## src/rtl/vga_timing_pkg.sv

```systemverilog
// Shared 640x480@60 VGA timing constants, counter type and sync-window helper.
// Overlay objects take their screen geometry from here as well.
package vga_timing_pkg;

    localparam int unsigned CNT_W     = 10;
    localparam int unsigned CNT_LIMIT = 1 << CNT_W;

    typedef logic [CNT_W-1:0] cnt_t;

    localparam int unsigned DEF_CLK_DIV   = 2;
    localparam int unsigned DEF_H_DISPLAY = 640;
    localparam int unsigned DEF_H_FRONT   = 16;
    localparam int unsigned DEF_H_SYNC    = 96;
    localparam int unsigned DEF_H_BACK    = 48;
    localparam int unsigned DEF_V_DISPLAY = 480;
    localparam int unsigned DEF_V_FRONT   = 10;
    localparam int unsigned DEF_V_SYNC    = 2;
    localparam int unsigned DEF_V_BACK    = 33;

    localparam int unsigned DEF_H_TOTAL =
        DEF_H_DISPLAY + DEF_H_FRONT + DEF_H_SYNC + DEF_H_BACK;
    localparam int unsigned DEF_V_TOTAL =
        DEF_V_DISPLAY + DEF_V_FRONT + DEF_V_SYNC + DEF_V_BACK;

    localparam int unsigned DEF_H_SYNC_START = DEF_H_DISPLAY + DEF_H_FRONT;
    localparam int unsigned DEF_H_SYNC_END   = DEF_H_SYNC_START + DEF_H_SYNC - 1;
    localparam int unsigned DEF_V_SYNC_START = DEF_V_DISPLAY + DEF_V_FRONT;
    localparam int unsigned DEF_V_SYNC_END   = DEF_V_SYNC_START + DEF_V_SYNC - 1;

    function automatic logic in_window(input cnt_t val, input cnt_t lo, input cnt_t hi);
        return (val >= lo) && (val <= hi);
    endfunction

endpackage

```

## src/rtl/vga_pixel_tick.sv

```systemverilog
// Modulo-CLK_DIV divider producing a one-clk pixel enable.
// With CLK_DIV=1 the divider stays at 0, so the enable is held high.
module vga_pixel_tick #(
    parameter int unsigned CLK_DIV = 2
) (
    input  logic i_clk,
    input  logic i_rst,
    output logic o_tick
);

    localparam int unsigned DIV_W = (CLK_DIV > 1) ? $clog2(CLK_DIV) : 1;
    localparam logic [DIV_W-1:0] DIV_LAST = DIV_W'(CLK_DIV - 1);

    generate
        if (CLK_DIV < 1) begin : g_div_check
            $error("vga_pixel_tick: CLK_DIV must be 1 or more");
        end
    endgenerate

    logic [DIV_W-1:0] r_div;

    assign o_tick = (r_div == DIV_LAST);

    always_ff @(posedge i_clk or posedge i_rst) begin
        if (i_rst) begin
            r_div <= '0;
        end else if (o_tick) begin
            r_div <= '0;
        end else begin
            r_div <= r_div + 1'b1;
        end
    end

endmodule

```

## src/rtl/vga_sync_gen.sv

```systemverilog
// VGA raster timing source: pixel enable, H/V counters, active-low syncs,
// visible-area flag and frame-start pulse.
module vga_sync_gen
    import vga_timing_pkg::*;
#(
    parameter int unsigned CLK_DIV   = DEF_CLK_DIV,
    parameter int unsigned H_DISPLAY = DEF_H_DISPLAY,
    parameter int unsigned H_FRONT   = DEF_H_FRONT,
    parameter int unsigned H_SYNC    = DEF_H_SYNC,
    parameter int unsigned H_BACK    = DEF_H_BACK,
    parameter int unsigned V_DISPLAY = DEF_V_DISPLAY,
    parameter int unsigned V_FRONT   = DEF_V_FRONT,
    parameter int unsigned V_SYNC    = DEF_V_SYNC,
    parameter int unsigned V_BACK    = DEF_V_BACK
) (
    input  logic       clk,
    input  logic       reset,
    output logic       p_tick,
    output logic [9:0] HCount,
    output logic [9:0] VCount,
    output logic       HSync,
    output logic       VSync,
    output logic       video_on,
    output logic       frame_start
);

    localparam int unsigned H_TOTAL = H_DISPLAY + H_FRONT + H_SYNC + H_BACK;
    localparam int unsigned V_TOTAL = V_DISPLAY + V_FRONT + V_SYNC + V_BACK;

    generate
        if (H_TOTAL > CNT_LIMIT) begin : g_h_check
            $error("vga_sync_gen: H_TOTAL exceeds 1024");
        end
        if (V_TOTAL > CNT_LIMIT) begin : g_v_check
            $error("vga_sync_gen: V_TOTAL exceeds 1024");
        end
        if (CLK_DIV < 1) begin : g_div_check
            $error("vga_sync_gen: CLK_DIV must be 1 or more");
        end
    endgenerate

    localparam cnt_t H_LAST     = cnt_t'(H_TOTAL - 1);
    localparam cnt_t V_LAST     = cnt_t'(V_TOTAL - 1);
    localparam cnt_t H_VIS      = cnt_t'(H_DISPLAY);
    localparam cnt_t V_VIS      = cnt_t'(V_DISPLAY);
    localparam cnt_t HS_START   = cnt_t'(H_DISPLAY + H_FRONT);
    localparam cnt_t HS_END     = cnt_t'(H_DISPLAY + H_FRONT + H_SYNC - 1);
    localparam cnt_t VS_START   = cnt_t'(V_DISPLAY + V_FRONT);
    localparam cnt_t VS_END     = cnt_t'(V_DISPLAY + V_FRONT + V_SYNC - 1);

    logic w_tick;
    logic w_h_last;
    logic w_v_last;
    cnt_t w_h_next;
    cnt_t w_v_next;
    cnt_t r_hcount;
    cnt_t r_vcount;
    logic r_hsync;
    logic r_vsync;

    vga_pixel_tick #(
        .CLK_DIV(CLK_DIV)
    ) u_pixel_tick (
        .i_clk (clk),
        .i_rst (reset),
        .o_tick(w_tick)
    );

    assign w_h_last = (r_hcount == H_LAST);
    assign w_v_last = (r_vcount == V_LAST);

    always_comb begin
        w_h_next = r_hcount;
        w_v_next = r_vcount;
        if (w_tick) begin
            if (w_h_last) begin
                w_h_next = '0;
                w_v_next = w_v_last ? '0 : r_vcount + cnt_t'(1);
            end else begin
                w_h_next = r_hcount + cnt_t'(1);
            end
        end
    end

    // Syncs decode the next counts so they line up with the counters without lag.
    always_ff @(posedge clk or posedge reset) begin
        if (reset) begin
            r_hcount <= '0;
            r_vcount <= '0;
            r_hsync  <= 1'b1;
            r_vsync  <= 1'b1;
        end else begin
            r_hcount <= w_h_next;
            r_vcount <= w_v_next;
            r_hsync  <= ~in_window(w_h_next, HS_START, HS_END);
            r_vsync  <= ~in_window(w_v_next, VS_START, VS_END);
        end
    end

    assign p_tick      = w_tick;
    assign HCount      = r_hcount;
    assign VCount      = r_vcount;
    assign HSync       = r_hsync;
    assign VSync       = r_vsync;
    assign video_on    = (r_hcount < H_VIS) && (r_vcount < V_VIS);
    assign frame_start = w_tick && w_h_last && w_v_last;

endmodule

```

## config.mk

```make
export PLATFORM = sky130hd
export DESIGN_NAME = vga_sync_gen
export DESIGN_NICKNAME = d
export VERILOG_FILES = /design/src/rtl/vga_timing_pkg.sv /design/src/rtl/vga_pixel_tick.sv /design/src/rtl/vga_sync_gen.sv
export SDC_FILE = /design/constraint.sdc
export NUM_CORES = 1
export LEC_CHECK = 0
export ABC_AREA = 1
export CAP_MARGIN = 20
export CORE_MARGIN = 2
export CORE_UTILIZATION = 45
export CTS_CLUSTER_SIZE = 20
export DETAILED_ROUTE_END_ITERATION = 10
export GPL_TIMING_DRIVEN = 0
export HOLD_SLACK_MARGIN = 0.02
export PLACE_DENSITY_LB_ADDON = 0.3
export RECOVER_POWER = 25
export SETUP_SLACK_MARGIN = 0.02
export SYNTH_ARGS = -nofsm -noshare
export SYNTH_HDL_FRONTEND = slang
export SYNTH_SLANG_ARGS = --single-unit
```

## constraint.sdc

```tcl
create_clock -name clk -period 3.3 [get_ports clk]
set_input_delay 0.99 -clock clk [delete_from_list [all_inputs] [get_ports clk]]
set_output_delay 0.99 -clock clk [all_outputs]
set_load 0.05 [all_outputs]
```

==> results.toml <==
[worst_setup_path]
reg2reg_setup_slack_ns = 1.32
cp_data_required_time_ns = 2.31
crit_arrival_ns = 2.12
crit_path_start_kind = "register"
r2r_cells = 12
end_kind = "output pin"
r2r-end = "VSync"
worstPathMaxFanout = 8
worstReg2RegStart = "HCount[1]"
path_class = "register to output pin"

[worst_hold_path]
holdPathStages = 2
hp-start = "HCount[1]"
whs_endpoint = "HCount[1]"
hold_class = "register to register"

[run_status]
status = "completed"

[timing]
worst_pin_slew_ns = 0.831
fin_worst_skew_ns = 0.00434
final.period_utilization_pct = 94.3
rsz0062_at_grt = "no"
slew_headroom_pct = 44.6
max_freq_mhz = 321
finalSetupTns_ns = 0
hold_viol = 0
period_needed_ns = 3.11
setup_viol = 0
slew_violations = 0

[global_routing]
grt_pass1_vias = 1037
grtUsageMet1_pct = 26.2
grt-ovfl-total = 0
grt_usage_pct = 17.2
grt_max_degree = 24
grt_pass1_wl_um = 4540
grtUsageMet2_pct = 24.9
grtUsageMet3_pct = 1.97
top_usage_layer = "met1"
grt_antenna_before_repair = 0

[synthesis]
synthArstFlopShare_pct = 100
ys.flop_type = "dfrtp_1"
synth_warnings = 0
synth_top_cell_by_area = "dfrtp_1"
synth-edff-count = 0
synth_commonest_cells = "nand2_1, inv_1, nor2_1"
avgSynthCellArea_um2 = 7.13
syn_nets = 196
seq_area_frac_synth_pct = 42.4
synth.area.top_cells = "dfrtp_1, nand2_1, inv_1"
synth_cell_types = 24
yosysMostFrequentCell = "nand2_1"
yosysTopAreaCellShare_pct = 38.6
postSynthCellCount = 191
synthesis.area_um2 = 1360
synth-seq-cells = 23

[floorplanning]
rows = 19
core_um2 = 2810
dieArea_um2 = 3480
die_w_um = 59.0
start_util_pct = 48.6
die_h_um = 59.0
ioPinCount = 27

[place]
globalplace.congestion = 0.928
place_area_um2 = 1660
dp_hpwl_um = 2220
port_buffers = 26

[finish]
syn_to_final_growth_pct = 21.4
fin_nets = 227
fillCellCount = 292
diodes = 0
drive_gt1_share_pct = 4.98
final_area_um2 = 1650

[drt]
firstDrtPassIters = 4
wire_per_inst_um = 11.2
wl_um = 2830
post-route-drc-count = 0
avgViaCountPerCell = 4.99
first_iter_violations = 52
vias = 1258
drt.antenna.violating_nets = 0

[clock_tree]
cts_sinks = 23
cts_root_buffer = "clkbuf_4"
ctsHoldBuffers = 0
cts_buffers = 3
cts_buffer_depth = 2
cts.clk_slew.worst_paths_ns = 0.12
cts_tree = "built"
clock_latency_ns = 0.31
post_cts.repair.setup_buffers = 0
cts_htree_levels = 1

[power]
pwr_density_cell_nw_per_um2 = 251
clockPowerShare_pct = 30.7
leakage_uw = 0.000890
combPwrFrac_pct = 1.4
pwr-share-seq_pct = 67.8
vdd_drop_max_mv = 0.167
switching_power_uw = 85.6
p_sw_share_pct = 20.6
p_int_uw = 330

[run]
maxCapViolCount = 0
-- power groups by stage --
stage,logic (uW),registers [uW],clock network (uW)
detailed placement,6.71,287,0
finish,5.99,282,128
CTS,6.73,282,132
floorplan,4.18,287,0
global route,7.42,282,143
global placement,6.75,287,0
-- per-stage QoR --
stage                     utilization, %  std cells  hold slack, ns  setup WS [ns]  total power, uW
after floorplan                        -        191           0.786          0.286              291
after global placement              59.2        248           0.518          0.104              294
after detailed placement            59.2        248           0.526          0.141              294
after CTS                           60.1        252           0.553         0.0525              421
after global routing                59.0        252           0.606         0.0910              433
final                               59.0        252           0.545          0.188              416
-- registers in the layout, summed over array words and instances (netlist names) --
name,cells
VCount,10
HSync,1
HCount,10
VSync,1
u_pixel_tick.o_tick,1
-- cells in the final DEF (no fill, tap or decap) --
| master | netlist | layout |
|---|---|---|
| clkbuf_4 | 0 | 3 |
| nand3_1 | 18 | 19 |
| a21oi_1 | 1 | 1 |
| a221oi_1 | 1 | 1 |
| nor2_1 | 23 | 26 |
| o21bai_1 | 3 | 3 |
| nor3_1 | 4 | 5 |
| nand4_1 | 8 | 8 |
| clkbuf_2 | 0 | 1 |
| clkdlybuf4s50_1 | 0 | 24 |
| ha_1 | 3 | 3 |
| o21ai_0 | 6 | 7 |
| xnor2_1 | 1 | 1 |
| dfstp_2 | 2 | 2 |
| or2_2 | 1 | 1 |
| nand2_1 | 51 | 51 |
| dfrtp_1 | 21 | 21 |
| dlygate4sd3_1 | 0 | 1 |
| inv_1 | 35 | 36 |
| xor2_1 | 1 | 1 |
| nand2_2 | 2 | 2 |
| clkbuf_1 | 1 | 2 |
| nor2_2 | 4 | 2 |
-- layer usage --
layer	routed length (um)	share of wire, %	vias to the layer above
li1	-	-	659
met1	1460	52	565
met2	1190	42	30
met3	150	5.3	4
met4	29	1.0	0
met5	0	0	-
-- worst max-delay path by stage --
| stage | start | to | slack, ns |
|---|---|---|---|
| 6_report | VCount[5] | video_on | 0.19 |
| 3_5_place_dp | HCount[1] | frame_start | 0.14 |
| 2_1_floorplan | VCount[5] | video_on | 0.29 |
| 5_1_grt | HCount[1] | frame_start | 0.09 |
| 3_3_place_gp | HCount[1] | frame_start | 0.10 |
| 4_1_cts | HCount[1] | frame_start | 0.05 |
-- final cells by class --
cell class / count / area [um^2] / area share [%]
multi-input cells: 131 / 617 / 37.3
clock buffers: 4 / 26.3 / 1.59
flip-flops and latches: 23 / 578 / 34.9
plain buffers: 1 / 3.75 / 0.227
repair buffers: 26 / 255 / 15.4
inverters: 36 / 135 / 8.17
well taps: 31 / 38.8 / 2.34
-- repair_timing --
item / CTS / global route
gates resized for setup: 1 / 2
hold endpoints to repair: 0 / 0
endpoints found under the setup margin: 1 / 1
-- critical path, stage by stage, from the launching register on --
cell	delay, ns
dfrtp_1	0.49
nand2_1	0.09
inv_1	0.06
a221oi_1	0.30
clkdlybuf4s50_1	0.86
-- logic make-up after synthesis --
kind of cell / after synthesis / share of synthesized area, %
xor+xnor: 2 / 1.29
simple gates: 114 / 38.1
buf+inv: 37 / 10.2
compound gates: 12 / 5.23
flops: 23 / 42.4
fa+ha+maj: 3 / 2.76
Note: power is estimated with default switching activity, not from simulation.
